<file path="src/rtl/imem_pkg.sv">
// Types and defaults for the instruction-memory loader.
// Both imem_loader and imem_ram import this package.
package imem_pkg;

  typedef enum logic [1:0] {
    IDLE = 2'd0,
    LOAD = 2'd1,
    RUN  = 2'd2,
    ERR  = 2'd3
  } state_t;

  localparam int unsigned DEF_WIDTH = 32;
  localparam int unsigned DEF_DEPTH = 64;

  // mov r0,r0 -- harmless NOP returned for unloaded or out-of-range fetches
  localparam logic [31:0] NOP_FILL = 32'hE1A00000;

endpackage

</file>
<file path="src/rtl/imem_ram.sv">
// DEPTH x WIDTH instruction RAM: one synchronous write port and one
// asynchronous (combinational) read port.
module imem_ram
  import imem_pkg::*;
#(
  parameter int unsigned WIDTH = DEF_WIDTH,
  parameter int unsigned DEPTH = DEF_DEPTH,
  parameter int unsigned AW    = $clog2(DEPTH)
) (
  input  logic             clk,
  input  logic             i_we,
  input  logic [AW-1:0]    i_waddr,
  input  logic [WIDTH-1:0] i_wdata,
  input  logic [AW-1:0]    i_raddr,
  output logic [WIDTH-1:0] o_rdata
);

  logic [WIDTH-1:0] r_mem [DEPTH];

  // NOTE: the array has no reset; stale words are masked by the loader's word count.
  always_ff @(posedge clk) begin
    if (i_we) r_mem[i_waddr] <= i_wdata;
  end

  assign o_rdata = r_mem[i_raddr];

endmodule

</file>
<file path="src/rtl/imem_loader.sv">
// Instruction-memory loader and fetch port: streams a program into RAM, holds
// the core in reset until it is complete, then serves fetches by PC.
// Optional running checksum of loaded words: define IMEM_CHECKSUM_EN.
module imem_loader
  import imem_pkg::*;
#(
  parameter int unsigned      WIDTH = DEF_WIDTH,
  parameter int unsigned      DEPTH = DEF_DEPTH,
  parameter logic [WIDTH-1:0] FILL  = WIDTH'(NOP_FILL),
  localparam int unsigned     AW    = $clog2(DEPTH),
  localparam int unsigned     CW    = $clog2(DEPTH + 1)
) (
  input  logic             clk,
  input  logic             reset,
  input  logic             reload,
  input  logic             ld_valid,
  output logic             ld_ready,
  input  logic [WIDTH-1:0] ld_data,
  input  logic             ld_last,
  input  logic [31:0]      PC,
  output logic [WIDTH-1:0] Instr,
  output logic             cpu_reset,
  output logic [CW-1:0]    loaded,
  output logic             err,
  output logic [WIDTH-1:0] chk
);

  state_t        r_state;
  state_t        w_next;
  logic [CW-1:0] r_loaded;
  logic          r_cpu_reset;
  logic          r_err;

  logic          w_restart;
  logic          w_accept;
  logic [AW-1:0] w_idx;
  logic          w_hit;
  logic [WIDTH-1:0] w_rdata;
  logic          w_unused_pc;

  // reload is ignored in IDLE, which heads to LOAD on its own anyway
  assign w_restart = reload && (r_state != IDLE);
  assign ld_ready  = (r_state == LOAD) && !reload;
  assign w_accept  = ld_valid && ld_ready;

  // NOTE: every output of this block gets a default first so no latch is inferred.
  always_comb begin
    w_next = r_state;
    unique case (r_state)
      IDLE: w_next = LOAD;
      LOAD: begin
        if (w_accept) begin
          if (ld_last)                           w_next = RUN;
          else if (r_loaded == CW'(DEPTH - 1))   w_next = ERR;
        end
      end
      RUN:     w_next = RUN;
      ERR:     w_next = ERR;
      default: w_next = IDLE;
    endcase
    if (w_restart) w_next = LOAD;
  end

  // NOTE: state registers use non-blocking assignments only.
  always_ff @(posedge clk or posedge reset) begin
    if (reset) begin
      r_state     <= IDLE;
      r_loaded    <= '0;
      r_cpu_reset <= 1'b1;
      r_err       <= 1'b0;
    end else begin
      r_state     <= w_next;
      r_cpu_reset <= (w_next != RUN);
      r_err       <= (w_next == ERR);
      if (w_restart)     r_loaded <= '0;
      else if (w_accept) r_loaded <= r_loaded + 1'b1;
    end
  end

`ifdef IMEM_CHECKSUM_EN
  logic [WIDTH-1:0] r_chk;

  always_ff @(posedge clk or posedge reset) begin
    if (reset)         r_chk <= '0;
    else if (w_restart) r_chk <= '0;
    else if (w_accept)  r_chk <= r_chk + ld_data;
  end

  assign chk = r_chk;
`else
  assign chk = '0;
`endif

  imem_ram #(
    .WIDTH (WIDTH),
    .DEPTH (DEPTH),
    .AW    (AW)
  ) u_ram (
    .clk     (clk),
    .i_we    (w_accept),
    .i_waddr (r_loaded[AW-1:0]),
    .i_wdata (ld_data),
    .i_raddr (w_idx),
    .o_rdata (w_rdata)
  );

  // Word-aligned fetch; words beyond the loaded count read as FILL.
  assign w_idx       = PC[AW+1:2];
  assign w_hit       = (PC[31:AW+2] == '0) && (CW'(w_idx) < r_loaded);
  assign w_unused_pc = ^PC[1:0];

  assign Instr     = w_hit ? w_rdata : FILL;
  assign cpu_reset = r_cpu_reset;
  assign loaded    = r_loaded;
  assign err       = r_err;

endmodule

</file>
<file path="config.mk">
export PLATFORM = sky130hd
export DESIGN_NAME = imem_loader
export DESIGN_NICKNAME = d
export VERILOG_FILES = /design/src/rtl/imem_pkg.sv /design/src/rtl/imem_ram.sv /design/src/rtl/imem_loader.sv
export SDC_FILE = /design/constraint.sdc
export NUM_CORES = 2
export LEC_CHECK = 0
export CAP_MARGIN = 20
export CORE_MARGIN = 8
export CORE_UTILIZATION = 37
export CTS_BUF_LIST = sky130_fd_sc_hd__clkbuf_8 sky130_fd_sc_hd__clkbuf_16
export DETAILED_ROUTE_END_ITERATION = 12
export PLACE_DENSITY = 0.61
export SETUP_SLACK_MARGIN = 0.1
export SLEW_MARGIN = 0
export SYNTH_ARGS = -nofsm -noshare
export SYNTH_HDL_FRONTEND = slang
export SYNTH_SLANG_ARGS = --single-unit
export TNS_END_PERCENT = 30
</file>
<file path="constraint.sdc">
create_clock -name clk -period 3.95 [get_ports clk]
set_input_delay 0.395 -clock clk [delete_from_list [all_inputs] [get_ports clk]]
set_output_delay 0.395 -clock clk [all_outputs]
set_load 0.05 [all_outputs]
</file>
Word level (Yosys, flattened, before mapping)
Memories as Yosys holds them, arrays and structs flattened.
Index checks and enable logic that the tools add are counted.
{"block": "totals", "register_bits": 11, "ramBits": 2048, "inputBits": 69, "out_inout_bits": 74, "elab_cells": 32, "memories": 1}
{"block": "classes", "add_sub_neg": 1, "magnitude_cmp": 1, "eq_ne": 6, "n_mux": 10, "n_reduce_logical": 9}
{"memory": "u_ram.r_mem", "depth": 64, "word_bits": 32, "read_ports": 1, "rd_clocked_by_memory_dff": 0, "write_ports": 1, "line_no": "imem_ram.sv:18", "rtl": "logic [WIDTH-1:0] r_mem [DEPTH];"}
{"cell": "$mux 32", "count": 1}
{"cell": "$logic_not 24->1", "count": 1}
{"cell": "$mux 7", "count": 2}
{"cell": "$mux 2", "count": 4}
{"cell": "$pmux 2 s4", "count": 1}
{"cell": "$add 7x1->7 const B", "count": 1}
{"cell": "$eq 7x6->1 const B", "count": 1}
{"cell": "$lt 6x7->1", "count": 1}
{"cell": "$eq 2x2->1 const B", "count": 3}
{"cell": "$logic_and 1x1->1", "count": 4}
{"cell": "$reduce_bool 2->1", "count": 2}
{"cell": "$eq 2x1->1 const B", "count": 1}
{"cell": "$logic_not 2->1", "count": 1}
{"cell": "$mux 1", "count": 2}
{"cell": "$ne 2x2->1 const B", "count": 1}
{"cell": "$logic_not 1->1", "count": 1}

Depth between registers and ports, before layout
{"block": "depth", "ltp_word": 7, "mapped_depth": 12, "ltp_nobuf": 8}

Hierarchy
From an unflattened synthesis, not the netlist that was laid out.
{"block": "unflattened", "cells_unflattened": 3443, "area_unflattened_um2": 79089.6}
{"mod": "imem_ram", "n_inst": 1, "cells_each": 3292, "area_each_um2": 77874.7, "seq_area_each_um2": 61499.0}
{"mod": "imem_loader", "n_inst": 1, "cells_each": 151, "area_each_um2": 1214.9, "seq_area_each_um2": 276.5}

Worst setup path after synthesis
No wires, ideal clock.
{"block": "synth_path", "path_type": "register to output", "from": "reg r_loaded[5] (netlist: loaded[5])", "to": "out Instr[5]", "t_arrival_ps": 4360, "t_required_ps": 3555, "setup_slack_ps": -805, "path_stages_with_launch": 8, "n_path_buf": 0, "cell_sequence": "dfrtp_1 -> inv_1 -> ha_1 -> nor2b_1 -> and3_1 -> a21oi_1 -> nand2_1 -> a2111oi_0"}
{"block": "synth_via", "elab_chain_cells": 3}
{"element": "start: declaration", "line_no": "imem_loader.sv:30", "rtl": "logic [CW-1:0] r_loaded;"}
{"element": "start signal: assignment", "line_no": "imem_loader.sv:76", "rtl": "else if (w_accept) r_loaded <= r_loaded + 1'b1;"}
{"element": "$lt 6x7->1", "line_no": "imem_loader.sv:109", "rtl": "assign w_hit = (PC[31:AW+2] == '0) && (CW'(w_idx) < r_loaded);"}
{"element": "$logic_and 1x1->1", "line_no": "imem_loader.sv:109"}
{"element": "$mux 32", "line_no": "imem_loader.sv:112", "rtl": "assign Instr = w_hit ? w_rdata : FILL;"}
{"element": "end: declaration", "line_no": "imem_loader.sv:21", "rtl": "output logic [WIDTH-1:0] Instr,"}
No other way between the ends.

Worst setup path after layout
{"block": "layout_path", "from": "reg r_loaded[5] (netlist: loaded[5])", "to": "out Instr[18]"}
The elaborated chain is that of the path after synthesis.

==> results.sh <==
export IMPL_run_status="completed"
export IMPL_power_density_mw_per_mm2=479
export IMPL_grt_first_pass_wirelength_um=311000
export IMPL_numCtsBuffers=207
export IMPL_synth_area_mux_share_pct=16.7
export IMPL_via_count=40200
export IMPL_ios=143
export IMPL_drt_total_wl_um=225000
export IMPL_ir_drop_v=0.000333
export IMPL_synth_yosys_seq_area_share_pct=77.7
export IMPL_cap_violations=0
export IMPL_cp_end_kind="output pin"
export IMPL_drcViolationCount=0
export IMPL_synthesized_area_fraction_occupied_by_adder_cells_pct=0.0944
export IMPL_final_nets=4063
export IMPL_drive_above_1_share_pct=31.8
export IMPL_detailed_place_hpwl_um=129000
export IMPL_clock_tree_from_tritoncts="done"
export IMPL_ys_async_sr_fraction_pct=0.534
export IMPL_final_fill_count=17900
export IMPL_clock_skew_ps=27.4
export IMPL_setup_violations=0
export IMPL_dpl_cell_count=6560
export IMPL_routed_wire_length_per_instance_um=32.1
export IMPL_grt_pass1_vias=39700
export IMPL_yosysTopAreaCell="sky130_fd_sc_hd__edfxtp_1"
export IMPL_grt_setup_unrepaired="true"
export IMPL_worst_ep_required_time_ps=3560
export IMPL_worstSkewPairLatency_ps=830
export IMPL_synth_cell_area_mm2=0.0795
export IMPL_synthFlopType="sky130_fd_sc_hd__edfxtp_1"
export IMPL_postSynthRegisterBits=2059
export IMPL_cp_data_arrival_time_ps=3440
export IMPL_die_w_um=480
export IMPL_final_hold_viol_count=0
export IMPL_die_footprint_mm2=0.230
export IMPL_finish_utilization_pct=44.1
export IMPL_synth_compound_area_share_pct=2.20
export IMPL_count_of_unique_library_cells_instantiated_by_yosys=65
export IMPL_tightestPinTransition_ps=1110
export IMPL_finalWorstPathRequiredPeriod_ps=3840
export IMPL_post_synth_main_area_contributors="sky130_fd_sc_hd__edfxtp_1 77%, sky130_fd_sc_hd__mux4_2 15%, sky130_fd_sc_hd__mux2i_1 2.0%"
export IMPL_ant_nets=0
export IMPL_global_route_usage_total_pct=19.0
export IMPL_post_synth_inst_count=3494
export IMPL_h_tree_depth=4
export IMPL_yosys_area_share_simple_pct=1.53
export IMPL_setup_worst_path_class="reg -> out"
export IMPL_max_freq_mhz=261
export IMPL_area_growth_syn_to_layout_pct=18.8
export IMPL_timing_final_crit_share_pct=97.2
export IMPL_holdCritPathClass="in -> reg"
export IMPL_floorplan_rows=170
export IMPL_syn_mean_instance_area_um2=22.8
export IMPL_yosys_warnings=0
export IMPL_core_region_area_mm2=0.214
export IMPL_drtPass1Iterations=6
export IMPL_drt_vias_per_instance=5.74
export IMPL_share_of_the_synthesized_area_in_the_top_cell_type_pct=77.3
export IMPL_synth_top_cells_by_count="2048 x sky130_fd_sc_hd__edfxtp_1, 516 x sky130_fd_sc_hd__mux4_2, 158 x sky130_fd_sc_hd__mux2i_1, 122 x sky130_fd_sc_hd__nor2_1, 62 x sky130_fd_sc_hd__buf_2"
export IMPL_gr_total_overflow=0
export IMPL_clock_root_buffer="sky130_fd_sc_hd__clkbuf_16"
export IMPL_tritoncts_num_sinks=2059
export IMPL_cellLeakagePower_nw=30.0
export IMPL_finalMaxSlewViolations=0
export IMPL_yosys_cell_count_top_type="sky130_fd_sc_hd__edfxtp_1"
export IMPL_buffer_ports_inserted=108
export IMPL_combinational_family_with_the_most_area_after_synthesis="multiplexers"
export IMPL_post_layout_nonfiller_instances=7007
export IMPL_slew_limit_headroom_pct=25.9
export IMPL_crit_path_start_kind="flop"
export IMPL_number_of_enable_type_register_cells_in_the_synthesized_netlist=2048
export IMPL_critical_path_peak_fanout=14
export IMPL_antenna_found_initial=15
export IMPL_cts_path_max_buffers=3
export IMPL_first_iter_violations=5355
export IMPL_worst_setup_hold_path_clk_slew_ps=60
export IMPL_die_h_um=480
export IMPL_initial_utilization_pct=37.1
export IMPL_grt_start_max_net_pins=65
export IMPL_place_congestion=0.794
export IMPL_synthXorXnorAreaFrac_pct=0.0551
-- routing by layer --
layer / track usage [%] / up-vias / routed length, um
met4: 6.07 / 2 / 6960
met3: 3.83 / 361 / 21700
met1: 26.8 / 21700 / 90600
met5: 0 / - / 13
li1: - / 15900 / -
met2: 30.0 / 2263 / 106000
-- final timing paths --
check	start	endpoint	cells after the start	slack (ps)
min reg2reg	r_state[0]	err	2	630
min in group asynchronous	reset	r_state[0]	3	450
max reg2reg	r_state[1]	u_ram.r_mem[24][30]	6	920
max in group asynchronous	reset	loaded[1]	3	3100
min	ld_data[11]	u_ram.r_mem[11][11]	1	60
max	loaded[5]	Instr[18]	12	110
-- cell type report --
cell class | instances | area (um2) | share of cell area, %
antenna | 6 | 15.0 | 0.0159
clock buffer | 214 | 5320 | 5.63
inverter | 11 | 50.0 | 0.0530
clock inverter | 170 | 1170 | 1.24
multi-input combinational | 1238 | 17300 | 18.3
tap | 2838 | 3550 | 3.76
timing repair buffer | 471 | 5290 | 5.60
sequential | 2059 | 61800 | 65.4
-- logic make-up (layout without fill, tap and decap cells) --
kind of cell / count (synthesis) / after routing
flip-flops: 2059 / 2059
multiplexers: 681 / 681
AND/OR/NAND/NOR: 272 / 272
AO/OA/AOI/OAI: 242 / 242
buffers and inverters: 228 / 866
adder cells (fa/ha/maj): 6 / 6
XOR/XNOR: 5 / 5
other: 1 / 38
-- state kept, by name, summed over array words and instances (netlist names) --
| register | count |
|---|---|
| cpu_reset | 1 |
| err | 1 |
| loaded | 7 |
| r_state | 2 |
| u_ram.r_mem | 2048 |
-- critical path: stages, from the launching register on --
cell                         delay, ps
sky130_fd_sc_hd__dfrtp_1           390
sky130_fd_sc_hd__clkinvlp_4        120
sky130_fd_sc_hd__buf_12            150
sky130_fd_sc_hd__ha_4              230
sky130_fd_sc_hd__nand3b_1           90
sky130_fd_sc_hd__nand4_1           110
sky130_fd_sc_hd__buf_6             160
sky130_fd_sc_hd__a31oi_4           180
sky130_fd_sc_hd__buf_6             140
sky130_fd_sc_hd__nand3_1           130
sky130_fd_sc_hd__buf_6             240
sky130_fd_sc_hd__o22ai_1           430
sky130_fd_sc_hd__buf_12            200
-- what timing repair did --
action                                 in CTS  in global routing
setup endpoints to repair                  31                 25
gates resized for setup                    66                 11
cloned                                      0                  0
endpoints found under the hold margin      10                217
hold buffers                                1                 18
pin swaps                                  11                  1
setup buffers                               6                  4
-- per-stage QoR --
stage	TNS, ps	setup slack (ps)	hold slack [ps]	cell area, um2	total power, mW
after global routing	-0.504	-0.504	41.3	94500	46.4
after floorplan	-468	-125	247	79600	25.8
after global placement	0	43.7	620	86600	26.8
final	0	112	62.3	94500	45.3
after detailed placement	0	90.8	620	86700	26.8
after CTS	-115	-62.2	16.9	93600	45.4
-- where the power goes --
group	internal, mW	switching [mW]
registers	24.1	0.0140
clock network	10.6	8.17
logic	0.950	1.48
total	35.6	9.66
-- cells in the final DEF, fill, tap and decap left out, types with 19 or more instances in the layout --
cell                              instances
sky130_fd_sc_hd__edfxtp_1              2048
sky130_fd_sc_hd__mux4_2                 516
sky130_fd_sc_hd__buf_4                  237
sky130_fd_sc_hd__clkbuf_16              211
sky130_fd_sc_hd__mux2i_1                158
sky130_fd_sc_hd__buf_12                 117
sky130_fd_sc_hd__nor2_4                  65
sky130_fd_sc_hd__inv_1                   64
sky130_fd_sc_hd__nand2_1                 57
sky130_fd_sc_hd__nor2_1                  56
sky130_fd_sc_hd__clkinv_1                53
sky130_fd_sc_hd__clkdlybuf4s50_1         39
sky130_fd_sc_hd__conb_1                  32
sky130_fd_sc_hd__buf_2                   32
sky130_fd_sc_hd__o22ai_1                 31
sky130_fd_sc_hd__o21ai_0                 28
sky130_fd_sc_hd__clkinv_2                28
sky130_fd_sc_hd__a221oi_1                27
sky130_fd_sc_hd__a21oi_1                 24
sky130_fd_sc_hd__nand3_1                 24
sky130_fd_sc_hd__a22oi_1                 23
sky130_fd_sc_hd__dlygate4sd3_1           19
(Power assumes the default switching activity.)
